File: config.mk
export PLATFORM = sky130hd
export DESIGN_NAME = spi_mstr_param
export DESIGN_NICKNAME = d
export VERILOG_FILES = /design/src/rtl/spi_mstr_param.sv
export SDC_FILE = /design/constraint.sdc
export NUM_CORES = 1
export LEC_CHECK = 0
export CELL_PAD_IN_SITES_DETAIL_PLACEMENT = 0
export CELL_PAD_IN_SITES_GLOBAL_PLACEMENT = 1
export CORE_MARGIN = 5
export CORE_UTILIZATION = 40
export DETAILED_ROUTE_END_ITERATION = 8
export GPL_ROUTABILITY_DRIVEN = 0
export PLACE_DENSITY = 0.79
export SYNTH_ARGS = -nofsm -noshare
export SYNTH_HDL_FRONTEND = slang
export SYNTH_SLANG_ARGS = --single-unit
File: constraint.sdc
create_clock -name clk -period 4.35 [get_ports clk]
set_input_delay 0.435 -clock clk [delete_from_list [all_inputs] [get_ports clk]]
set_output_delay 0.435 -clock clk [all_outputs]
set_load 0.005 [all_outputs]
File: src/rtl/spi_mstr_param.sv
`default_nettype none
// ============================================================================
// Module      : spi_mstr_param
// Description : Parameterised SPI master. Single frame of DATA_W bits, MSB
//               first, any of the four SPI modes selected per frame, up to
//               eight active-low slave selects.
// Revision    : 1.0 - initial release
// ----------------------------------------------------------------------------
// Parameters
//   DATA_W     frame length in bits                    (4..32)
//   SCLK_HALF  SCLK half-period in clk cycles          (2..256)
//   NUM_SS     number of slave-select lines            (1..8)
// Ports
//   clk        system clock
//   rst        asynchronous active-high reset
//   wrt        start request, one-cycle pulse, honoured only when idle
//   cmd        frame to transmit (MSB first), latched at accept
//   mode       {CPOL,CPHA}, latched at accept
//   ss_sel     target slave index, latched at accept (>= NUM_SS: none)
//   MISO       serial data in
//   SCLK       serial clock
//   MOSI       serial data out
//   SS_n       active-low slave selects
//   rd_data    last complete received frame
//   busy       transfer in progress (through the done cycle)
//   done       one-cycle completion pulse
// ============================================================================
module spi_mstr_param #(
  parameter int DATA_W    = 16,
  parameter int SCLK_HALF = 16,
  parameter int NUM_SS    = 1
) (
  input  logic              clk,
  input  logic              rst,
  input  logic              wrt,
  input  logic [DATA_W-1:0] cmd,
  input  logic [1:0]        mode,
  input  logic [2:0]        ss_sel,
  input  logic              MISO,
  output logic              SCLK,
  output logic              MOSI,
  output logic [NUM_SS-1:0] SS_n,
  output logic [DATA_W-1:0] rd_data,
  output logic              busy,
  output logic              done
);

  // --------------------------------------------------------------------------
  // Elaboration-time parameter range checks
  // --------------------------------------------------------------------------
  if (DATA_W < 4 || DATA_W > 32) begin : g_chk_data_w
    $error("spi_mstr_param: DATA_W out of range 4..32");
  end
  if (SCLK_HALF < 2 || SCLK_HALF > 256) begin : g_chk_sclk_half
    $error("spi_mstr_param: SCLK_HALF out of range 2..256");
  end
  if (NUM_SS < 1 || NUM_SS > 8) begin : g_chk_num_ss
    $error("spi_mstr_param: NUM_SS out of range 1..8");
  end

  // --------------------------------------------------------------------------
  // Constants
  // --------------------------------------------------------------------------
  localparam int C_DIV_W  = $clog2(SCLK_HALF);
  localparam int C_HALF_W = $clog2(2 * DATA_W);

  localparam logic [C_DIV_W-1:0]  C_DIV_LAST  = C_DIV_W'(SCLK_HALF - 1);
  localparam logic [C_HALF_W-1:0] C_HALF_LAST = C_HALF_W'(2 * DATA_W - 1);
  localparam logic [C_DIV_W-1:0]  C_DIV_ONE   = C_DIV_W'(1);
  localparam logic [C_HALF_W-1:0] C_HALF_ONE  = C_HALF_W'(1);

  typedef enum logic [1:0] {
    S_IDLE  = 2'd0,
    S_SETUP = 2'd1,
    S_XFER  = 2'd2,
    S_HOLD  = 2'd3
  } state_t;

  // --------------------------------------------------------------------------
  // State
  // --------------------------------------------------------------------------
  state_t              r_state;
  logic [C_DIV_W-1:0]  r_div;    // clk cycles within the current half-period
  logic [C_HALF_W-1:0] r_half;   // index of the current SCLK half-period in XFER
  logic                r_cpha;   // latched CPHA; CPOL lives in the SCLK register
  logic [DATA_W-1:0]   r_tx;     // bits still to be presented on MOSI
  logic [DATA_W-1:0]   r_rx;     // receive shift register

  // --------------------------------------------------------------------------
  // Slave-select decode: an index that matches no line leaves all high
  // --------------------------------------------------------------------------
  logic [NUM_SS-1:0] w_ss_dec;

  for (genvar i = 0; i < NUM_SS; i++) begin : g_ss_dec
    assign w_ss_dec[i] = (ss_sel != 3'(i));
  end

  // --------------------------------------------------------------------------
  // SCLK edge bookkeeping
  //
  // SCLK edge k (k = 0 .. 2*DATA_W-1) happens on the clk edge that starts
  // half-period k of XFER: edge 0 on leaving SETUP, the rest at the end of
  // each half-period except the last. Even k are leading edges, odd k are
  // trailing edges; edge 2*DATA_W-1 returns SCLK to CPOL for the final
  // half-period, so SCLK is already idle when HOLD begins.
  // --------------------------------------------------------------------------
  logic                w_div_end;
  logic                w_accept;
  logic                w_edge;
  logic [C_HALF_W-1:0] w_edge_idx;
  logic                w_lead;
  logic                w_last;
  logic                w_sample;
  logic                w_advance;

  always_comb begin
    w_div_end  = (r_div == C_DIV_LAST);
    // A wrt coinciding with done is dropped so frames are separated by at
    // least one cycle with every select high.
    w_accept   = (r_state == S_IDLE) && wrt && !done;
    w_edge     = w_div_end &&
                 ((r_state == S_SETUP) ||
                  ((r_state == S_XFER) && (r_half != C_HALF_LAST)));
    w_edge_idx = (r_state == S_SETUP) ? '0 : (r_half + C_HALF_ONE);
    w_lead     = ~w_edge_idx[0];
    w_last     = (w_edge_idx == C_HALF_LAST);
    // CPHA=0: sample on leading, shift out on trailing (MSB already on MOSI).
    // CPHA=1: shift out on leading, sample on trailing.
    w_sample   = w_edge && (r_cpha ? ~w_lead : w_lead);
    w_advance  = w_edge && (r_cpha ? w_lead : (~w_lead && ~w_last));
  end

  // --------------------------------------------------------------------------
  // Main FSM and datapath
  // --------------------------------------------------------------------------
  always_ff @(posedge clk or posedge rst) begin
    if (rst) begin
      r_state <= S_IDLE;
      r_div   <= '0;
      r_half  <= '0;
      r_cpha  <= 1'b0;
      r_tx    <= '0;
      r_rx    <= '0;
      SCLK    <= 1'b0;
      MOSI    <= 1'b0;
      SS_n    <= '1;
      rd_data <= '0;
      busy    <= 1'b0;
      done    <= 1'b0;
    end else begin
      done <= 1'b0;

      // MISO is captured in the same clk cycle that SCLK changes.
      if (w_sample) begin
        r_rx <= {r_rx[DATA_W-2:0], MISO};
      end

      if (w_advance) begin
        MOSI <= r_tx[DATA_W-1];
        r_tx <= {r_tx[DATA_W-2:0], 1'b0};
      end

      if (w_edge) begin
        SCLK <= ~SCLK;
      end

      case (r_state)
        S_IDLE: begin
          // busy stays high through the done cycle and drops on the next edge
          busy  <= 1'b0;
          r_div <= '0;
          if (w_accept) begin
            r_state <= S_SETUP;
            busy    <= 1'b1;
            SS_n    <= w_ss_dec;
            SCLK    <= mode[1];
            r_cpha  <= mode[0];
            r_rx    <= '0;
            if (mode[0]) begin
              // First leading edge presents the MSB.
              MOSI <= 1'b0;
              r_tx <= cmd;
            end else begin
              // MSB is set up a full half-period before the first edge.
              MOSI <= cmd[DATA_W-1];
              r_tx <= {cmd[DATA_W-2:0], 1'b0};
            end
          end
        end

        S_SETUP: begin
          r_div <= w_div_end ? '0 : (r_div + C_DIV_ONE);
          if (w_div_end) begin
            r_state <= S_XFER;
            r_half  <= '0;
          end
        end

        S_XFER: begin
          r_div <= w_div_end ? '0 : (r_div + C_DIV_ONE);
          if (w_div_end) begin
            if (r_half == C_HALF_LAST) begin
              r_state <= S_HOLD;
            end else begin
              r_half <= r_half + C_HALF_ONE;
            end
          end
        end

        S_HOLD: begin
          r_div <= w_div_end ? '0 : (r_div + C_DIV_ONE);
          if (w_div_end) begin
            r_state <= S_IDLE;
            SS_n    <= '1;
            done    <= 1'b1;
            rd_data <= r_rx;
            MOSI    <= 1'b0;
          end
        end

        default: begin
          r_state <= S_IDLE;
        end
      endcase
    end
  end

endmodule
`default_nettype wire
* After elaboration in Yosys (flattened, before gate mapping)
Cells that the tools add are included.
W data, S select, Z words.
** Word-level totals
- Bits in registers :: 65
- Bits of input ports :: 25
- Output and inout bits :: 21
- Word-level logic and storage cells :: 85
** Operators by class
- Add/subtract/negate cells :: 2
- Equal/unequal tests :: 13
- Muxes and demuxes :: 36
- Bitwise operators :: 3
- Reductions and logical operators :: 19
** Operators with widths (number)
- $mux W16 :: 7
- $mux W5 :: 4
- $mux W1 :: 14
- $eq A5 B5 Y1 const B :: 2
- $mux W2 :: 5
- $ne A2 B2 Y1 const B :: 5
- $pmux W5 S2 :: 1
- $pmux W2 S4 :: 1
- $pmux W4 S2 :: 1
- $logic_and A1 B1 Y1 :: 7
- $add A5 B1 Y5 const B :: 1
- $ne A5 B5 Y1 const B :: 1
- $reduce_and A5 Y1 :: 1
- $add A4 B1 Y4 const B :: 1
- $eq A2 B2 Y1 const B :: 2
- $eq A4 B4 Y1 const B :: 1
- $mux W4 :: 1
- $pmux W1 S2 :: 2
- $reduce_and A2 Y1 :: 2
- $reduce_and A4 Y1 :: 1
- $reduce_bool A2 Y1 :: 2
- $not A1 Y1 :: 3
- $reduce_and A3 Y1 :: 1
- $reduce_bool A3 Y1 :: 1
- 6 further kinds :: 6

* Depth between registers and ports, before layout
Gate-level depths: netlist of the first run.
- Word-level depth :: 10
- Mapped depth :: 11
- Gate-level depth less buffers :: 8

* Least setup slack after synthesis of the first run
Ideal clock, no wire load.
- Path type :: register -> register
- From :: register r_half[0]
- To :: register r_rx[10]
- Library setup time :: 0.132 ns
- Arrival time :: 2.120 ns
- Required time :: 4.218 ns
- Path slack :: 2.098 ns
- Cell stages (with the launch flop) :: 12
- Buffers on the path :: 3
- Period minus slack after synthesis :: 2.252 ns
- Cell sequence :: dfrtp_1 > ha_1 > and3_1 > ha_1 > clkbuf_2 > nand2b_1 > a21oi_2 > nand2b_1 > buf_4 > buf_6 > mux2i_1 > nor2_1
** Between the ends
- Cells in the longest elaborated chain, start to end :: 8
- Elaborated cells between the ends (all ways) :: 12
- Those cells by class :: add/sub (1); eq/ne (1); mux (5); bitwise (1); reduce/logical (4)
** Ends and longest elaborated chain
- start, declared :: line 84 : logic [C_HALF_W-1:0] r_half;
- start signal, assigned :: line 205 : r_half <= r_half + C_HALF_ONE;
- $add A5 B1 Y5 / $ne A5 B5 Y1 (equally long branches) :: line 124, 123
- $mux W5 / $logic_and A1 B1 Y1 (equally long branches) :: line 124, 123
- $not A1 Y1 / $logic_or A1 B1 Y1 (equally long branches) :: line 125, 122
- $mux W1 / $logic_and A1 B1 Y1 (equally long branches) :: line 129, 121
- $logic_and A1 B1 Y1 (*) :: line 129 : w_sample = w_edge && (r_cpha ? ~w_lead : w_lead);
- $mux W16 (*) :: line 154 : if (w_sample) begin
- $mux W16 :: line 172 : if (w_accept) begin
- $mux W16 (*) :: line 167 : case (r_state)
- end signal, assigned :: line 155 : r_rx <= {r_rx[DATA_W-2:0], MISO};
- end, declared :: line 87 : logic [DATA_W-1:0] r_rx;
Mark *: on every way between the ends. The rest lies on a longest branch, timed or not.
A chain may end at the register's enable or synchronous reset.

* Worst setup path after layout of the first run
- From :: register r_half[0]
- To :: register r_tx[15]
** Between the ends
- Cells in the longest elaborated chain, start to end :: 10
- Elaborated cells between the ends (all ways) :: 15
- Those cells by class :: add/sub (1); eq/ne (2); mux (5); bitwise (2); reduce/logical (5)
** Ends and longest elaborated chain
- $add A5 B1 Y5 :: line 124 : w_edge_idx = (r_state == S_SETUP) ? '0 : (r_half + C_HALF_ONE);
- $mux W5 :: line 124
- $eq A5 B5 Y1 :: line 126 : w_last = (w_edge_idx == C_HALF_LAST);
- $not A1 Y1 :: line 130 : w_advance = w_edge && (r_cpha ? w_lead : (~w_lead && ~w_last));
- $logic_and A1 B1 Y1 :: line 130
- $mux W1 :: line 130
- $logic_and A1 B1 Y1 (*) :: line 130
- $mux W16 (*) :: line 158 : if (w_advance) begin
- $mux W16 :: line 172
- $mux W16 (*) :: line 167
- end signal, assigned :: line 160 : r_tx <= {r_tx[DATA_W-2:0], 1'b0};
- end signal, assigned :: line 182 : r_tx <= cmd;
- end signal, assigned :: line 186 : r_tx <= {cmd[DATA_W-2:0], 1'b0};
- end, declared :: line 86 : logic [DATA_W-1:0] r_tx;
Marked as above.

==> summary.txt, run 1 <==
STA
  – Final setup margin: between 1000 and 1500 ps
  – Hold Violations, Final: 0
  – Final Cycle Share: between 60 and 70%
  – Finish-stage setup viols: 0
  – Final min period: 2880 ps
  – RSZ-0062 raised after global routing: false
  – Setup_tns: 0 ps
  – Rel. slew slack: a little under a quarter
  – Final setup skew: around 13 ps
  – Max Slew Vio Count: 0
  – Worst Tran Pin Value: approximately 1200 ps
  – Fmax: between 0.3 and 0.4 GHz

Layout
  – Final core utilization: between 40% and 50%
  – Layout cells sized above 1: between 10% and 20%
  – Area Overhead vs Synth: 21.9%
  – Final net count: about 350
  – Number of diodes: 0

Yosys
  – Post-synth top area share: about half
  – Cell variety after synth: 36
  – Yosys warns: 0
  – Ys async rst share: 100%
  – Mean post-synth cell area: approximately 11 µm²
  – Syn nets: just over 300
  – Syn Inst Count: around 280
  – Seq/Total Area, Yosys: between 50% and 60%
  – Top_reg_cell synth: dfrtp_1
  – Post-synth top area cell: dfrtp_1
  – Post-synth design cell area: around 0.0031 mm²
  – FF+latch count, synth: between 60 and 70
  – Post-synth EDFFs: 0
  – Largest cells by area after synthesis: dfrtp_1, mux2i_1, mux2_2

Clocking
  – Clock sink count: 65
  – Clock Tree Root: clkbuf_8
  – Cts hold-fix bufs: 0
  – CTS Buf Count: 9
  – CTS tree: yes
  – Reg clk slew, reported paths: approximately 70 ps
  – CTS Buffer Depth: 2
  – Clock Latency Late Sink: about 340 ps
  – H-tree depth: 3
  – Post-cts resize count: 0
  – Postcts setup bufs: 0

Floorplanning
  – Horiz. Die Dim: slightly below 100 µm
  – Die height: about 98 µm
  – Rows: 32
  – Core Area: between 0.007 and 0.008 mm²
  – IO Pins: 46
  – Die ar.: slightly below 0.01 mm²
  – Initial Utilization: between 40% and 50%

Detailed routing
  – Post-route ant nets: 0
  – Via Count: around 2200
  – Pre-antenna DRT Iters: 4
  – WL/cell: 14.0 µm
  – Top Metal Used: met4
  – WL met1: 3010 µm
  – Final wirelength: between 5000 and 6000 µm
  – Detailed Route Iter0 Violations: 80
  – Met2 Wirelength: about 2600 µm
  – Wire length on met3: ~260 µm
  – DRC: 0
  – Via-to-Cell Ratio: approximately 5.1

Global route
  – Largest net degree at the start of global routing: 47
  – All-Layer GR Usage: between 10% and 20%
  – Vias in the first global route: 2178
  – Initial antenna violation count: 0
  – Gr ovfl total: 0
  – Wire length of the first global-routing pass: 10400 µm

Critical path
  – Max FO, Critical Path: 31
  – Critical-path cell list: ha_1, and3_1, ha_1, nand4b_1, o311ai_4, mux2i_1, a21oi_1
  – CP bufs+invs: 0
  – Largest delay share family, worst path: compound AO/OA/AOI/OAI gates
  – Crit path DAT: 3060 ps
  – Most frequent CP cell: ha_1
  – Critical path type: flip-flop to flip-flop
  – CP max stage cell: o311ai_4
  – Critical path's largest stage delay: just over 1000 ps
  – Critical path data required time: 4530 ps
  – Startpoint type of the worst setup path: flip-flop
  – Nature of the critical path endpoint: flip-flop

Power and ir drop
  – Sw Ratio: about a quarter
  – Pint: about 0.96 mW
  – Clock network power share: between 30% and 40%
  – Psw: a little under 0.3 mW
  – VDD IR-drop max: 0.172 mV
  – Leakage: between 1.5 and 2 nW
  – Overall power: 1.26 mW
  – Logic pwr share: slightly below 8%
  – Pwr per Cell Area: 331 mW/mm²
  – Seq pwr share: a little over half

Flow run
  – Total of max-cap violations: 0

Placement
  – Dpl hpwl: 3990 µm
  – Input/output buffers: 45
  – Setup WS pre-CTS: between 1000 and 1500 ps

Run status
  – Status: complete, no violations

Worst hold path
  – Hold Crit Class: flip-flop to flip-flop
## final cells by class
type	instances	area, µm²
flip-flops and latches	65	1630
fillers	707	3850
clock buffers	11	131
multi-input cells	186	1350
inverters	8	30.0
clock inverters	5	56.3
repair buffers	47	465
well taps	102	128
## Yosys cell counts, drive strengths merged, types with 3 or more instances
| cell | n |
|---|---|
| mux2 | 17 |
| nand2b | 3 |
| buf | 11 |
| dfrtp | 64 |
| o21ai | 9 |
| nor2b | 3 |
| inv | 8 |
| mux2i | 33 |
| o221ai | 14 |
| clkbuf | 8 |
| a21oi | 5 |
| ha | 7 |
| a22o | 6 |
| nand3 | 19 |
| nand2 | 26 |
| nor2 | 24 |
| xnor2 | 3 |
## stage by stage
step	cells	hold slack [ps]	instance area (µm²)
after floorplan	278	459	3110
after global placement	408	464	3600
after detailed placement	408	466	3600
after CTS	424	476	3790
after global routing	424	511	3790
final	424	468	3790
## flip-flops by register name (all words and copies together) (netlist names)
register,cells
MOSI,1
SCLK,1
SS_n,1
busy,1
done,1
r_cpha,1
r_div,4
r_half,5
r_rx,16
r_state,2
r_tx,16
rd_data,16
## power by group through the flow
stage,clock network (mW),logic [mW],registers (mW)
2_1_floorplan,0,0.0607,0.669
3_3_place_gp,0,0.0997,0.675
3_5_place_dp,0,0.102,0.676
4_1_cts,0.512,0.102,0.665
5_1_grt,0.537,0.114,0.669
6_report,0.494,0.0989,0.664
## metal layers
metal / vias up / track usage, %
li1: 1065 / -
met1: 1047 / 17.8
met2: 42 / 19.2
met3: 4 / 4.79
met4: 0 / 4.73
met5: - / 0
## cells in the final DEF (no fill, tap or decap), drive strengths merged, types with 5 or more instances in the layout
master	count
dfrtp	64
clkdlybuf4s50	45
mux2i	33
nand2	26
nor2	24
nand3	19
mux2	17
o221ai	14
clkbuf	11
o21ai	9
inv	8
ha	7
a22o	6
a21oi	5
## path summary, 6_finish.rpt
| kind | start | slack [ps] | end | cells after the start |
|---|---|---|---|---|
| max | r_half[0] | 1470 | r_tx[15] | 7 |
| min | SS_n | 470 | SS_n | 2 |
| max reg2reg | r_half[0] | 1470 | r_tx[15] | 7 |
| min reg2reg | SS_n | 470 | SS_n | 2 |
| max in group asynchronous | rst | 2920 | SS_n | 3 |
| min in group asynchronous | rst | 510 | r_rx[7] | 2 |
## cell families after synthesis
logic type	count (synthesis)	synth area share (%)
adders and majority gates	7	2.81
and+or+nand+nor	84	12.5
AOI/OAI and AO/OA	40	10.1
muxes	50	16.8
xor gates and xnor gates	5	1.41
DFF	65	52.3
buffers and inverters	27	4.18
## worst reg2reg max path, cell delays in order (launching register included)
cell      delay, ps
dfrtp_1         450
ha_1            270
and3_1          200
ha_1            290
nand4b_1        150
o311ai_4       1010
mux2i_1         270
a21oi_1          90
Note: power is estimated with default switching activity, not from simulation.
==> run 2: changes to the inputs <==
==> constraint.sdc (replaced) <==
create_clock -name clk -period 2.9 [get_ports clk]
set_input_delay 0.29 -clock clk [delete_from_list [all_inputs] [get_ports clk]]
set_output_delay 0.29 -clock clk [all_outputs]
set_load 0.005 [all_outputs]
==> run 2 against run 1 <==
Compared with the run above: cell area grew 0.49%; fmax grew 16%; clock skew shrank 1.2 ps; register-to-register slack lost 1100 ps; critical path type unchanged; largest power group unchanged; highest routed layer unchanged.
==> summary.txt, run 2 (same netlist as run 1, synthesis figures left out) <==
STA
  – Hold Violations, Final: 0
  – Max Slew Vio Count: 0
  – Final min period: about 2500 ps
  – RSZ-0062 raised after global routing: false
  – Setup_tns: 0 ps
  – Fmax: between 0.4 and 0.5 GHz
  – Worst Tran Pin Value: 924 ps
  – Final Cycle Share: a little under nine tenths
  – Hold_ws: a little over 300 ps
  – Rel. slew slack: about two fifths
  – Finish-stage setup viols: 0
  – Final setup skew: approximately 12 ps

Worst hold path
  – Hold Crit Class: primary input to async pin

Power and ir drop
  – Pwr per Cell Area: 477 mW/mm²
  – Overall power: around 1.8 mW
  – VDD IR-drop max: around 0.27 mV
  – Leakage: between 1.5 and 2 nW

Clocking
  – Post-cts resize count: 0
  – Reg clk slew, reported paths: around 80 ps
  – H-tree depth: 3
  – Clock Tree Root: clkbuf_8
  – Clock Latency Late Sink: 340 ps
  – Clock sink count: between 60 and 70
  – CTS Buf Count: 9
  – CTS Buffer Depth: 2
  – CTS tree: yes
  – Postcts setup bufs: 0
  – Cts hold-fix bufs: 0

Critical path
  – Crit path DAT: between 2000 and 3000 ps
  – R2r endpoint: r_tx[15]
  – Critical-path cell list: ha_1, and3_1, ha_1, nand2b_1, a21oi_2, o311ai_4, buf_4, mux2i_1, a21oi_1
  – RR Startpoint: r_half[0]
  – Most frequent CP cell: ha_1
  – Critical path type: flip-flop to flip-flop
  – Max FO, Critical Path: 31
  – Startpoint type of the worst setup path: flip-flop
  – Critical path's largest stage delay: ~450 ps
  – CP bufs+invs: 1
  – CP max stage cell: dfrtp_1
  – Nature of the critical path endpoint: flip-flop
  – Largest delay share family, worst path: adder cells
  – Critical path data required time: approximately 3000 ps
  – Reg2reg setup slack: just over 400 ps
  – R2R cell count: 9

Floorplanning
  – Die ar.: ~0.0096 mm²
  – Die height: 98.2 µm
  – Core Area: between 0.007 and 0.008 mm²
  – IO Pins: 46
  – Initial Utilization: 40.7%
  – Rows: 32
  – Horiz. Die Dim: just under 100 µm

Global route
  – Initial antenna violation count: 0
  – Wire length of the first global-routing pass: 10200 µm
  – Vias in the first global route: around 2200
  – All-Layer GR Usage: ~13%
  – Largest net degree at the start of global routing: 47
  – Gr ovfl total: 0

Detailed routing
  – Final wirelength: a little over 6000 µm
  – WL/cell: 14.2 µm
  – Post-route ant nets: 0
  – Via Count: 2200
  – Detailed Route Iter0 Violations: 80
  – Via-to-Cell Ratio: 5.15
  – DRC: 0
  – Pre-antenna DRT Iters: 4

Placement
  – DP Cell Count: a little over 400
  – Input/output buffers: 45
  – Dpl hpwl: between 4000 and 5000 µm
  – Placed cell areas: ~0.0036 mm²

Run status
  – Status: complete, no violations

Layout
  – Final net count: about 350
  – Layout cells sized above 1: 13.8%
  – Area Overhead vs Synth: 22.5%
  – Most common cell after layout, fill and taps aside: dfrtp_1
  – Fillers: 705
  – Regs by FF count: r_rx x16, r_tx x16, rd_data x16
  – Commonest non-fill, non-tap cells in the layout: dfrtp_1, clkdlybuf4s50_1, mux2i_1, nand2_1, nor2_1
  – Finished Cell Area: about 0.0038 mm²
  – Number of diodes: 0
  – Fin cells: between 400 and 500

Flow run
  – Total of max-cap violations: 0
==> run 2: where the power goes <==
| part | switching (mW) | total [mW] | internal [mW] | leakage (nW) |
|---|---|---|---|---|
| Clock | 0.361 | 0.669 | 0.307 | 0.0850 |
| Sequential | 0.0356 | 0.996 | 0.961 | 0.834 |
| Combinational | 0.0681 | 0.153 | 0.0847 | 0.940 |
| Total | 0.465 | 1.82 | 1.35 | 1.86 |
==> run 2: cell type report <==
type | count | area [µm²] | area share (%)
Clock inverter | 7 | 47.5 | 1.25
Multi-Input combinational cell | 186 | 1350 | 35.5
Tap cell | 102 | 128 | 3.35
Sequential cell | 65 | 1630 | 42.7
Clock buffer | 9 | 124 | 3.25
Inverter | 8 | 30.0 | 0.788
Timing Repair Buffer | 50 | 500 | 13.1
==> run 2: worst max-delay path by stage <==
stage | cells past startpoint | startpoint | to | slack [ps]
2_1_floorplan | 11 | r_half[0] | r_rx[10] | 650
3_3_place_gp | 9 | r_half[0] | r_tx[15] | 520
3_5_place_dp | 9 | r_half[0] | r_tx[15] | 440
4_1_cts | 9 | r_half[0] | r_tx[15] | 430
5_1_grt | 9 | r_half[0] | r_tx[4] | 260
6_report | 9 | r_half[0] | r_tx[15] | 410
==> run 2: metrics by stage <==
step                      worst slack [ps]  utilization (%)
final                                  412             49.8
after global routing                   260             49.8
after global placement                 520             47.6
after floorplan                        648                -
after detailed placement               442             47.6
after CTS                              429             49.8
==> run 2: metal layers <==
layer | track usage [%] | part of all wire, % | vias to the layer above
li1 | - | - | 1070
met1 | 16.8 | 48 | 1073
met2 | 19.7 | 45 | 47
met3 | 4.64 | 5.5 | 10
met4 | 4.73 | 1.3 | 0
met5 | 0 | 0 | -
==> run 2: worst reg2reg max path: stages (launching register included) <==
cell and delay [ps]:
dfrtp_1 450, ha_1 270, and3_1 200, ha_1 290
nand2b_1 200, a21oi_2 260, o311ai_4 130, buf_4 250
mux2i_1 180, a21oi_1 80
